[config.mk]
export PLATFORM = sky130hd
export DESIGN_NAME = i2c_bus_sequencer
export DESIGN_NICKNAME = d
export VERILOG_FILES = /design/src/rtl/i2c_bus_sequencer.sv
export SDC_FILE = /design/constraint.sdc
export NUM_CORES = 1
export LEC_CHECK = 0
export CAP_MARGIN = 10
export CORE_ASPECT_RATIO = 2
export CORE_MARGIN = 2
export CORE_UTILIZATION = 43
export DETAILED_ROUTE_END_ITERATION = 8
export GPL_TIMING_DRIVEN = 0
export PLACE_DENSITY = 0.66
export SYNTH_ARGS = -nofsm -noshare
export SYNTH_HDL_FRONTEND = slang
export SYNTH_SLANG_ARGS = --single-unit
[constraint.sdc]
create_clock -name i_clk -period 3.78 [get_ports i_clk]
set_input_delay 0.945 -clock i_clk [delete_from_list [all_inputs] [get_ports i_clk]]
set_output_delay 0.945 -clock i_clk [all_outputs]
set_load 0.005 [all_outputs]
[src/rtl/i2c_bus_sequencer.sv]
// ---------------------------------------------------------------------------
// i2c_bus_sequencer
//   I2C subordinate front end that sits in front of the address checker.
//   - Synchronises raw SCL/SDA and glitch-filters them.
//   - Detects START, repeated START and STOP conditions.
//   - Tracks the bit index within a byte and whether the address byte is on
//     the bus.
//   - Uses the checker's address_match to drive the ACK slot and to pick the
//     frame state.
//
// Ports
//   i_clk            system clock (at least 8x the SCL rate)
//   i_rst_n          asynchronous active-low reset
//   i_scl_in         raw SCL from pad
//   i_sda_in         raw SDA from pad
//   i_address_match  checker result, valid after the R/W bit SCL rise
//   i_ack_en         1 = ACK data bytes while in DATA
//   o_scl_f          filtered SCL
//   o_sda_f          filtered SDA
//   o_scl_rise       1-cycle pulse on an o_scl_f rising edge
//   o_scl_fall       1-cycle pulse on an o_scl_f falling edge
//   o_start_det      1-cycle pulse on START or repeated START
//   o_stop_det       1-cycle pulse on STOP
//   o_clock_count    bit index in the byte: 0..7 data bits, 8 = ACK slot
//   o_read_address   1 while the address byte (bits 0..7) is on the bus
//   o_byte_done      1-cycle pulse on the SCL fall that ends the ACK slot
//   o_sda_ack_low    1 = pad pulls SDA low (ACK)
//   o_busy           1 while the sequencer is not idle
// ---------------------------------------------------------------------------
module i2c_bus_sequencer #(
  parameter int SYNC_STAGES = 2,
  parameter int FILTER_LEN  = 3
) (
  input  logic       i_clk,
  input  logic       i_rst_n,
  input  logic       i_scl_in,
  input  logic       i_sda_in,
  input  logic       i_address_match,
  input  logic       i_ack_en,
  output logic       o_scl_f,
  output logic       o_sda_f,
  output logic       o_scl_rise,
  output logic       o_scl_fall,
  output logic       o_start_det,
  output logic       o_stop_det,
  output logic [3:0] o_clock_count,
  output logic       o_read_address,
  output logic       o_byte_done,
  output logic       o_sda_ack_low,
  output logic       o_busy
);

  // Counter only has to hold 0..FILTER_LEN-1.
  localparam int CW = (FILTER_LEN > 1) ? $clog2(FILTER_LEN) : 1;

  typedef enum logic [1:0] {
    ST_IDLE,
    ST_ADDR,
    ST_DATA,
    ST_IGNORE
  } state_t;

  // Index 0 = SCL, index 1 = SDA.
  logic [1:0] w_raw;
  logic [1:0] w_filt;

  assign w_raw = {i_sda_in, i_scl_in};

  // Synchroniser followed by a run-length filter: the output only follows
  // the synced line after FILTER_LEN consecutive samples that disagree with it.
  genvar gi;
  generate
    for (gi = 0; gi < 2; gi++) begin : g_line
      logic [SYNC_STAGES-1:0] r_sync;
      logic [CW-1:0]          r_cnt;
      logic                   r_filt;

      always_ff @(posedge i_clk or negedge i_rst_n) begin
        if (!i_rst_n) begin
          r_sync <= '1;
          r_cnt  <= '0;
          r_filt <= 1'b1;
        end else begin
          r_sync <= {r_sync[SYNC_STAGES-2:0], w_raw[gi]};
          if (r_sync[SYNC_STAGES-1] == r_filt) begin
            r_cnt <= '0;
          end else if (r_cnt == CW'(FILTER_LEN - 1)) begin
            r_filt <= r_sync[SYNC_STAGES-1];
            r_cnt  <= '0;
          end else begin
            r_cnt <= r_cnt + 1'b1;
          end
        end
      end

      assign w_filt[gi] = r_filt;
    end
  endgenerate

  logic   r_scl_d, r_sda_d;
  logic   r_scl_rise, r_scl_fall, r_start, r_stop, r_byte_done;
  logic   r_read_address, r_busy, r_first_fall, r_match, r_ack_low;
  logic   [3:0] r_count;
  state_t r_state;

  logic   w_scl_rise, w_scl_fall, w_scl_hold, w_start, w_stop;
  logic   w_first_next, w_match_next, w_ack_next, w_byte_done_next;
  logic   [3:0] w_count_next;
  state_t w_state_next;

  assign w_scl_rise = w_filt[0] & ~r_scl_d;
  assign w_scl_fall = ~w_filt[0] & r_scl_d;
  // START/STOP need SCL high on both sides of the SDA edge; a simultaneous
  // SCL edge therefore masks the SDA edge.
  assign w_scl_hold = w_filt[0] & r_scl_d;
  assign w_start    = w_scl_hold & r_sda_d & ~w_filt[1];
  assign w_stop     = w_scl_hold & ~r_sda_d & w_filt[1];

  always_ff @(posedge i_clk or negedge i_rst_n) begin
    if (!i_rst_n) begin
      r_state        <= ST_IDLE;
      r_count        <= 4'd0;
      r_first_fall   <= 1'b0;
      r_match        <= 1'b0;
      r_ack_low      <= 1'b0;
      r_byte_done    <= 1'b0;
      r_read_address <= 1'b0;
      r_busy         <= 1'b0;
      r_scl_d        <= 1'b1;
      r_sda_d        <= 1'b1;
      r_scl_rise     <= 1'b0;
      r_scl_fall     <= 1'b0;
      r_start        <= 1'b0;
      r_stop         <= 1'b0;
    end else begin
      r_state        <= w_state_next;
      r_count        <= w_count_next;
      r_first_fall   <= w_first_next;
      r_match        <= w_match_next;
      r_ack_low      <= w_ack_next;
      r_byte_done    <= w_byte_done_next;
      r_read_address <= (w_state_next == ST_ADDR) && (w_count_next <= 4'd7);
      r_busy         <= (w_state_next != ST_IDLE);
      r_scl_d        <= w_filt[0];
      r_sda_d        <= w_filt[1];
      r_scl_rise     <= w_scl_rise;
      r_scl_fall     <= w_scl_fall;
      r_start        <= w_start;
      r_stop         <= w_stop;
    end
  end

  always_comb begin
    w_state_next     = r_state;
    w_count_next     = r_count;
    w_first_next     = r_first_fall;
    w_match_next     = r_match;
    w_ack_next       = r_ack_low;
    w_byte_done_next = 1'b0;

    if (w_stop) begin
      w_state_next = ST_IDLE;
      w_count_next = 4'd0;
      w_first_next = 1'b0;
      w_match_next = 1'b0;
      w_ack_next   = 1'b0;
    end else if (w_start) begin
      w_state_next = ST_ADDR;
      w_count_next = 4'd0;
      w_first_next = 1'b1;
      w_match_next = 1'b0;
      w_ack_next   = 1'b0;
    end else if (w_scl_fall && (r_state != ST_IDLE)) begin
      if (r_first_fall) begin
        // This fall belongs to the START condition, not to a data bit.
        w_first_next = 1'b0;
      end else if (r_count == 4'd8) begin
        w_count_next     = 4'd0;
        w_byte_done_next = 1'b1;
        w_ack_next       = 1'b0;
        if (r_state == ST_ADDR) begin
          w_state_next = r_match ? ST_DATA : ST_IGNORE;
        end
      end else begin
        w_count_next = r_count + 4'd1;
        // The fall after bit 7 opens the ACK slot: decide the ACK now.
        if (r_count == 4'd7) begin
          if (r_state == ST_ADDR) begin
            w_match_next = i_address_match;
            w_ack_next   = i_address_match;
          end else if (r_state == ST_DATA) begin
            w_ack_next = i_ack_en;
          end else begin
            w_ack_next = 1'b0;
          end
        end
      end
    end
  end

  assign o_scl_f        = w_filt[0];
  assign o_sda_f        = w_filt[1];
  assign o_scl_rise     = r_scl_rise;
  assign o_scl_fall     = r_scl_fall;
  assign o_start_det    = r_start;
  assign o_stop_det     = r_stop;
  assign o_clock_count  = r_count;
  assign o_read_address = r_read_address;
  assign o_byte_done    = r_byte_done;
  assign o_sda_ack_low  = r_ack_low;
  assign o_busy         = r_busy;

endmodule

==> metrics.md <==
| Metric | Value |
|---|---|
| Clock tree from TritonCTS | `yes` |
| RSZ-0062 raised after global routing | `no` |
| Switching share of power | `32.9%` |
| Crit-path slowest cell | `dfstp_2` |
| Die Width | `41.4 µm` |
| Post-CTS Setup Bufs | `0` |
| Tot GR Track Use | `17.0%` |
| Hpwl dp | `1.57 mm` |
| Avg WL per Cell | `14.4 µm` |
| Seq cells post-synth | `28` |
| Number of buffers added on ports | `19` |
| Layout Cells excl Fill | `148` |
| Ys async rst share | `100%` |
| Startpoint Class | `flop` |
| Power Dens Cells | `692 nW/µm²` |
| Via count | `800` |
| Die Span Y | `78.7 µm` |
| Layout cell share with drive strength beyond 1 | `21.0%` |
| Worst EP arrival | `1.40 ns` |
| Largest net degree at the start of global routing | `29` |
| Fin crit share | `62.1%` |
| Worst skew pair latency | `0.27 ns` |
| Met2 wire length | `1.12 mm` |
| Starting DRT DRC Count | `29` |
| CORE AREA | `2700 µm²` |
| Largest stage delay, worst path | `0.61 ns` |
| GRT overflow | `0` |
| Mapped cell area | `1200 µm²` |
| Worst VDD drop | `0.000477 V` |
| Status | `completed` |
| Setup crit end kind | `output pin` |
| Top-area cell type share of the netlist area | `41.7%` |
| Ports | `20` |
| Combinational Power Share | `37.3%` |
| Setup Viol. Count Final | `0` |
| Core Util, Final | `55.4%` |
| Post-synth top cells | `dfrtp_1, dfstp_2, nor2_1` |
| Net Count, Synth | `104` |
| Post-route DRC | `0` |
| Worst-path clk slew | `0.09 ns` |
| 1st-pass router iterations | `4` |
| Yosys cell types | `37` |
| Metal3 WL | `94 µm` |
| Met1 WL | `845 µm` |
| Max cap viols | `0` |
| Fin nets | `129` |
| Clk buf depth | `2` |
| Final ANT Viol Nets | `0` |
| WL final | `2.13 mm` |
| Tot Pwr | `1040 µW` |
| Sequential fraction of the synthesis area | `59.2%` |
| Rows | `27` |
| Antenna cells | `0` |
| CTS buffer count | `3` |
| Area leader, netlist | `dfrtp_1` |
| H-tree level count | `1` |
| CP Class | `flop to output pin` |
| Synth area leaders | `dfrtp_1, dfstp_2, nor2b_1` |
| Initial core utilization | `44.4%` |
| Slew margin rel. | `68.9%` |
| Reg power frac | `47.3%` |
| Root buffer cell | `clkbuf_8` |
| Hold_buf cts | `0` |
| Fin Setup TNS | `0 ns` |
| Ys flop type | `dfrtp_1` |
| CTS Sinks | `28` |
| Layout area overhead | `24.6%` |
| Worst Path Buf+Inv | `1` |
| Overall die area | `3260 µm²` |
| Final Hold Fails | `0` |
| Psw | `341 µW` |
| # resized after CTS | `0` |
| Crit-path cells | `clkdlybuf4s50_1` |
| Clk_skew | `0.00530 ns` |
| Slew of the pin with the lowest slew margin | `0.465 ns` |
| Synthesis Warnings | `0` |
| Required @ worst endpoint | `2.83 ns` |
| Max Fanout on Critical Path | `7` |
| First-pass GRT wire length | `3.76 mm` |
| Most frequent cell after synthesis | `dfrtp_1` |
| Tmin final | `2.35 ns` |
| Vias in the first global route | `823` |
| Synth Instances | `96` |
| Top Metal Used | `met4` |
| LEAKAGE | `0.000640 µW` |
| Slew Limit Fails | `0` |
| Cell family with the largest share of critical-path delay | `flip-flops` |
| Post-synth EDFFs | `0` |
| Post-placement cell count | `144` |
| Power Internal | `695 µW` |
| Clock Power Share | `15.3%` |
| Vias per Instance | `5.41` |
| Max frequency | `426 MHz` |
| GPL Wtd Cong | `0.736` |
| Worst min path class | `flop to flop` |
| Syn avg cell area | `12.5 µm²` |
| Initial antenna violation count | `0` |
| Fill cell count | `250` |
## state kept, by name, summed over array words and instances, names as in the netlist, 2 cells and up
| signal | cells |
|---|---|
| g_line.r_cnt | 4 |
| g_line.r_sync | 4 |
| o_clock_count | 4 |
| r_state | 2 |
## stage by stage
| step | setup WS, ns | hold slack (ns) | instance area (µm²) |
|---|---|---|---|
| after floorplan | 2.23 | 0.345 | 1200 |
| after detailed placement | 1.35 | 0.348 | 1430 |
| after CTS | 1.41 | 0.365 | 1470 |
| after global routing | 1.39 | 0.371 | 1500 |
| final | 1.43 | 0.363 | 1500 |
| after global placement | 1.37 | 0.347 | 1430 |
## cells by family after synthesis
kind of cell / count (synthesis) / share of synthesized area [%]
AO/OA/AOI/OAI: 15 / 9.38
XOR/XNOR: 3 / 2.19
adder cells (fa/ha/maj): 2 / 2.08
buffers and inverters: 7 / 2.81
flip-flops: 28 / 59.2
multiplexers: 5 / 4.37
AND/OR/NAND/NOR: 36 / 20.0
## final timing paths
kind | startpoint | to | cells past startpoint | slack, ns
setup / recovery | o_sda_f | o_sda_f | 1 | 1.43
hold / removal | g_line[0].r_sync[0] | g_line[0].r_sync[1] | 0 | 0.36
setup reg to reg | o_clock_count[0] | o_busy | 6 | 1.89
hold reg to reg | g_line[0].r_sync[0] | g_line[0].r_sync[1] | 0 | 0.36
max in group asynchronous | i_rst_n | r_sda_d | 2 | 2.26
min in group asynchronous | i_rst_n | o_clock_count[1] | 1 | 0.98
## metal layers
metal | global-route usage [%] | up-vias
met2 | 26.1 | 22
met3 | 3.91 | 7
met1 | 21.5 | 388
met5 | 0 | -
li1 | - | 383
met4 | 8.06 | 0
## power by group through the flow
stage          clock [µW]  combinational (µW)  sequential (µW)
6_report              159                 387              490
3_3_place_gp            0                 380              493
4_1_cts               164                 389              494
5_1_grt               176                 429              511
3_5_place_dp            0                 387              499
2_1_floorplan           0                 221              489
## cell usage in the layout, fill, tap and decap left out, types with 2 or more instances in the layout
cell and instances:
a21oi_1 3, clkbuf_8 3, clkdlybuf4s50_1 19, dfrtp_1 20, dfstp_2 8, ha_1 2
inv_1 6, mux2_2 2, mux2i_1 3, nand2_1 4, nor2_1 7, nor2b_1 6
nor3_1 2, nor3_2 2, nor3b_1 3, o21ai_0 3, xnor2_1 3
## cell type report
class                      instances  area (µm²)  area share [%]
sequential                        28         711            47.5
multi-input combinational         61         457            30.5
timing repair buffer              20         218            14.5
clock buffer                       3        41.3            2.76
tap                               29        36.3            2.42
inverter                           6        22.5            1.51
buffer                             1        11.3           0.753
Power figures use the tool's default switching activity.
